--- src/rtl/counter_bank.sv ---
// Bank of NCH independent up/down counters, each with a prescaler, wrap/saturate and event pulses.
// Define COUNTER_BANK_CAPTURE_EN to add the capture input and the capt_count snapshot register.
module counter_bank #(
  parameter int unsigned NCH   = 2,
  parameter int unsigned WIDTH = 8,
  parameter int unsigned DIV_W = 24
) (
  input  logic                   sys_clk,
  input  logic                   reset_n,
  input  logic [NCH-1:0]         ch_enable,
  input  logic [NCH-1:0]         ch_clear,
  input  logic [NCH-1:0]         ch_up,
  input  logic [NCH-1:0]         ch_down,
  input  logic [NCH-1:0]         ch_auto,
  input  logic [NCH-1:0]         ch_dir,
  input  logic [NCH-1:0]         ch_wrap,
  input  logic [NCH*DIV_W-1:0]   div_reload,
  input  logic [NCH*WIDTH-1:0]   cmp_value,
`ifdef COUNTER_BANK_CAPTURE_EN
  input  logic                   capture,
  output logic [NCH*WIDTH-1:0]   capt_count,
`endif
  output logic [NCH*WIDTH-1:0]   count,
  output logic [NCH-1:0]         eq_zero,
  output logic [NCH-1:0]         eq_cmp,
  output logic [NCH-1:0]         tc
);

  for (genvar i = 0; i < NCH; i++) begin : g_ch
    localparam logic [WIDTH-1:0] MaxVal = '1;

    logic [DIV_W-1:0] r_presc;
    logic [DIV_W-1:0] w_presc_d;
    logic             w_tick;
    logic [WIDTH-1:0] r_count;
    logic [WIDTH-1:0] w_count_d;
    logic [WIDTH-1:0] w_cmp;
    logic             w_inc;
    logic             w_dec;
    logic             w_tc_d;
    logic             r_tc;
    logic             r_eq_zero;
    logic             r_eq_cmp;
    // Edge history stores "not equal", so its reset value of 0 means "was equal".
    logic             r_zero_ne;
    logic             r_cmp_ne;

    assign w_cmp = cmp_value[i*WIDTH +: WIDTH];

    always_comb begin
      w_tick    = ch_enable[i] && (r_presc == '0);
      w_presc_d = r_presc;
      if (ch_enable[i]) begin
        w_presc_d = w_tick ? div_reload[i*DIV_W +: DIV_W] : r_presc - DIV_W'(1);
      end
    end

    always_comb begin
      w_inc     = 1'b0;
      w_dec     = 1'b0;
      w_tc_d    = 1'b0;
      w_count_d = r_count;
      if (ch_clear[i]) begin
        w_count_d = '0;
      end else if (ch_enable[i]) begin
        if (ch_up[i]) begin
          w_inc = 1'b1;
        end else if (ch_down[i]) begin
          w_dec = 1'b1;
        end else if (ch_auto[i] && w_tick) begin
          w_inc = !ch_dir[i];
          w_dec = ch_dir[i];
        end
      end
      if (w_inc) begin
        if (r_count == MaxVal) begin
          w_tc_d    = 1'b1;
          w_count_d = ch_wrap[i] ? '0 : r_count;
        end else begin
          w_count_d = r_count + WIDTH'(1);
        end
      end else if (w_dec) begin
        if (r_count == '0) begin
          w_tc_d    = 1'b1;
          w_count_d = ch_wrap[i] ? MaxVal : r_count;
        end else begin
          w_count_d = r_count - WIDTH'(1);
        end
      end
    end

    always_ff @(posedge sys_clk) begin
      if (!reset_n) begin
        r_presc   <= '0;
        r_count   <= '0;
        r_tc      <= 1'b0;
        r_eq_zero <= 1'b0;
        r_eq_cmp  <= 1'b0;
        r_zero_ne <= 1'b0;
        r_cmp_ne  <= 1'b0;
      end else begin
        r_presc   <= w_presc_d;
        r_count   <= w_count_d;
        r_tc      <= w_tc_d;
        // Entry-edge detection on the registered count; a cmp_value change counts as an entry.
        r_eq_zero <= (r_count == '0) && r_zero_ne;
        r_eq_cmp  <= (r_count == w_cmp) && r_cmp_ne;
        r_zero_ne <= (r_count != '0);
        r_cmp_ne  <= (r_count != w_cmp);
      end
    end

    assign count[i*WIDTH +: WIDTH] = r_count;
    assign eq_zero[i]              = r_eq_zero;
    assign eq_cmp[i]               = r_eq_cmp;
    assign tc[i]                   = r_tc;
  end

`ifdef COUNTER_BANK_CAPTURE_EN
  logic [NCH*WIDTH-1:0] r_capt;

  always_ff @(posedge sys_clk) begin
    if (!reset_n) begin
      r_capt <= '0;
    end else if (capture) begin
      r_capt <= count;
    end
  end

  assign capt_count = r_capt;
`endif

endmodule

--- config.mk ---
export PLATFORM = sky130hd
export DESIGN_NAME = counter_bank
export DESIGN_NICKNAME = d
export VERILOG_FILES = /design/src/rtl/counter_bank.sv
export SDC_FILE = /design/constraint.sdc
export NUM_CORES = 1
export LEC_CHECK = 0
export BUFFER_PORTS_ARGS = -buffer_cell sky130_fd_sc_hd__buf_4
export CAP_MARGIN = 20
export CORE_UTILIZATION = 50
export DETAILED_ROUTE_END_ITERATION = 16
export PLACE_DENSITY = 0.79
export SYNTH_ARGS = -nofsm -noshare
export SYNTH_HDL_FRONTEND = slang
export SYNTH_SLANG_ARGS = --single-unit
--- constraint.sdc ---
create_clock -name sys_clk -period 4.1 [get_ports sys_clk]
set_input_delay 0.82 -clock sys_clk [delete_from_list [all_inputs] [get_ports sys_clk]]
set_output_delay 0.82 -clock sys_clk [all_outputs]
set_load 0.03 [all_outputs]
==> impl_summary.log <==
INFO  metric gr_util_all_layers = 0.277
INFO  metric cts-buffers-inserted = 9
INFO  metric timing.final.max_slew_violations = 0
INFO  metric std_cell_rows = 36
INFO  metric filler_free_cell_count_of_the_finished_design = 899
INFO  metric hold_path.class = register to register
INFO  metric layout_setup_ws = 1.11 ns
INFO  metric die_height = between 100 and 150 um
INFO  metric run_status = complete, no violations
INFO  metric critPathArrivalTime = 3.26 ns
INFO  metric met1_global_route_usage = 0.326
INFO  metric number_of_top_level_design_ports = 102
INFO  metric synth.yosys.warnings = 0
INFO  metric grt_pass1_vias = 5243
INFO  metric cts-hold-fix-buffers = 0
INFO  metric netlist_area = 5070 um^2
INFO  metric critical_path_required = 4.38 ns
INFO  metric vias_per_instance = 6.04
INFO  metric final_nets = about 850
INFO  metric use_met3 = 0.0414
INFO  metric grt_most_used_layer = met2
INFO  metric finalCritPeriodShare = 0.729
INFO  metric dieArea = 10500 um^2
INFO  metric place_inst = 883
INFO  metric synthDominantAreaCellType = dfxtp_1
INFO  metric final-seq-area = 1480 um^2
INFO  metric hold_violations = 0
INFO  metric detailed_place.area = 5790 um^2
INFO  metric fin_tns_setup = 0 ns
INFO  metric synth_top_cells_by_area = dfxtp_1 29%, nand2_1 6.8%, o21ai_0 5.7%, a21oi_1 4.5%, nor2_1 4.5%
INFO  metric synth_edf_count = 0
INFO  metric timing.hold.worst_path_depth = 2
INFO  metric fin_area = around 6000 um^2
INFO  metric clock_h_tree_levels = 3
INFO  metric placeableCoreArea = 9820 um^2
INFO  metric drcViolationCount = 0
INFO  metric io_buffers = 101
INFO  metric ys.flop_type = dfxtp_1
INFO  metric grt_antenna_before_repair = 0
INFO  metric p_per_area = 537 nW/um^2
INFO  metric routed_wl = about 14 mm
INFO  metric routed-via-count = 5426
INFO  metric post_synthesis_cells = ~700
INFO  metric clkLatencyLatePin = roughly 0.36 ns
INFO  metric min_from = g_ch[0].r_cmp_ne
INFO  metric finalWeightedCongestion = 0.927
INFO  metric syn-num-nets = 789
INFO  metric grt_setup_unrepaired = false
INFO  metric post-cts-setup-buffers = 0
INFO  metric timing.critical_path.from_type = primary input
INFO  metric grt_overflow = 0
INFO  metric drv_cap = 0
INFO  metric async_reset_ff_frac = 0
INFO  metric resized_cells_post_cts = 0
INFO  metric ir_drop = between 0.3 and 0.4 mV
INFO  metric initial_core_utilization = 0.516
INFO  metric reg2reg_slack = 1.19 ns
INFO  metric end_kind = register
INFO  metric achievable-frequency = ~330 MHz
INFO  metric share_of_the_synthesized_area_in_the_top_cell_type = 0.292
INFO  metric layout_common_cells = 106 x buf_4, 92 x nand2_1, 74 x dfxtp_1
INFO  metric antenna_cells_inserted = 0
INFO  metric cts_max_path_buffers = 2
INFO  metric drtPass1Iterations = 5
INFO  metric ctsRootBufferMaster = clkbuf_8
INFO  metric layout-drive-gt1-share = 0.176
INFO  metric ant_nets = 0
INFO  metric total_leakage_power = around 2.4 nW
INFO  metric die_w = just over 100 um
INFO  metric most_common_library_cell_in_the_layout_ignoring_fill_and_taps = buf_4
INFO  metric worst_pin_slew = 0.790 ns
INFO  metric seq_area_frac_synth = 0.292
INFO  metric clock_tree_from_tritoncts = yes
INFO  metric use_met2 = 0.484
INFO  metric multi_input_comb_area = 3260 um^2
INFO  metric ys_seq_elements = 74
INFO  metric postSynthAreaPerCell = 7.25 um^2
INFO  metric clock_transition_time_at_the_flip_flop_clock_pins_of_the_worst_setup_and_hold_paths = roughly 0.070 ns
INFO  metric flow.area_growth_from_synthesis = 17.9%
INFO  metric grt_first_pass_wirelength = 23.3 mm
INFO  metric hold-path-endpoint = g_ch[0].r_eq_cmp
INFO  metric regToRegEndpoint = g_ch[0].r_presc[17]
INFO  metric grt_start_max_net_pins = 56
INFO  metric timing.final.setup_violations = 0
INFO  metric route.detailed.wl_per_inst = 15.4 um
INFO  metric critical_path.reg2reg.startpoint = g_ch[0].r_presc[4]
INFO  metric maxSlewHeadroom = 0.473
INFO  metric final.fill_count = 964
INFO  metric finalCriticalPeriod = ~3 ns
INFO  metric detailed_place_hpwl = 9.72 mm
INFO  metric netlist-cell-type-count = 73
INFO  metric pre_cts_ws = 0.760 ns
INFO  metric drt_iter0_markers = 356
INFO  metric cts_sinks = 74
INFO  metric timing.critical_path.fanout_max = ~50
INFO  metric worst_setup_skew_after_layout = about 0.0062 ns
INFO  metric r2r_cells = 7
INFO  metric timing_worst_setup_path_type = primary input to register
synth_stat cells, drive strengths merged (5+ instances only):
| cell type | n |
|---|---|
| nor2 | 61 |
| nor4 | 13 |
| a211oi | 18 |
| nand3 | 21 |
| a21boi | 6 |
| a21oi | 47 |
| nand2 | 92 |
| or3 | 11 |
| nor3 | 25 |
| o22ai | 12 |
| and3 | 5 |
| o31ai | 5 |
| o21ai | 61 |
| nand4 | 15 |
| o21a | 20 |
| inv | 23 |
| dfxtp | 74 |
| clkbuf | 40 |
| buf | 15 |
| o32ai | 6 |
| or4 | 5 |
| a22oi | 10 |
| xnor2 | 19 |
| nand2b | 5 |
| ha | 10 |
| a31oi | 9 |
sequential cells by signal (all words and copies together), names as in the netlist:
name            count
g_ch.r_presc       48
g_ch.r_cmp_ne       2
g_ch.r_tc           2
g_ch.r_eq_cmp       2
g_ch.r_count       16
g_ch.r_eq_zero      2
g_ch.r_zero_ne      2
metal layers:
metal | part of all wire | up-vias
met4 | 0.022 | 0
met5 | 0 | -
met2 | 0.50 | 210
met3 | 0.061 | 25
met1 | 0.41 | 2506
li1 | - | 2685
kinds of logic (layout without fill, tap and decap cells):
kind of cell | after synthesis | in the layout | share of synthesized area
buf+inv | 79 | 146 | 0.0669
fa+ha+maj | 10 | 10 | 0.0247
compound gates | 229 | 229 | 0.298
flops | 74 | 74 | 0.292
xor+xnor | 21 | 21 | 0.0363
simple gates | 286 | 286 | 0.282
power by group:
part / switching, mW / internal (mW) / leakage [nW]
combinational: 0.951 / 0.632 / 1.67
clock: 0.273 / 0.280 / 0.0914
sequential: 0.188 / 0.884 / 0.605
worst max-delay path: stages:
cell and delay (ns):
buf_4 0.38, or4bb_1 0.55, o41ai_2 0.46, nand3_1 0.25, a21oi_2 0.40, a2111oi_0 0.14
a211oi_1 0.24
worst max-delay path by stage:
stage                              startpoint                   to  slack (ns)  cells past startpoint
after floorplan                   ch_clear[0]   g_ch[0].r_count[0]        1.42                      8
after global placement           ch_enable[0]  g_ch[0].r_presc[17]        0.85                      7
after detailed placement         ch_enable[0]  g_ch[0].r_presc[23]        0.76                      6
after CTS                        ch_enable[0]  g_ch[0].r_presc[17]        1.17                      7
after global routing      g_ch[0].r_presc[12]  g_ch[0].r_presc[17]        0.89                      7
final                            ch_enable[0]   g_ch[0].r_count[1]        1.11                      7
layout make-up:
type | instances | share of cell area
Clock inverter | 3 | 0.00670
Multi-Input combinational cell | 546 | 0.546
Timing Repair Buffer | 106 | 0.133
Tap cell | 133 | 0.0279
Clock buffer | 13 | 0.0233
Inverter | 24 | 0.0151
Sequential cell | 74 | 0.248
per-stage QoR:
| stage | util | hold WS, ns | power (mW) |
|---|---|---|---|
| 3_5_place_dp | 0.590 | 0.413 | 2.64 |
| 6_report | 0.608 | 0.420 | 3.21 |
| 5_1_grt | 0.608 | 0.429 | 3.49 |
| 3_3_place_gp | 0.590 | 0.407 | 2.58 |
| 2_1_floorplan | - | 0.400 | 2.24 |
| 4_1_cts | 0.608 | 0.423 | 3.21 |
No activity file was read; power rests on OpenSTA's default activity.
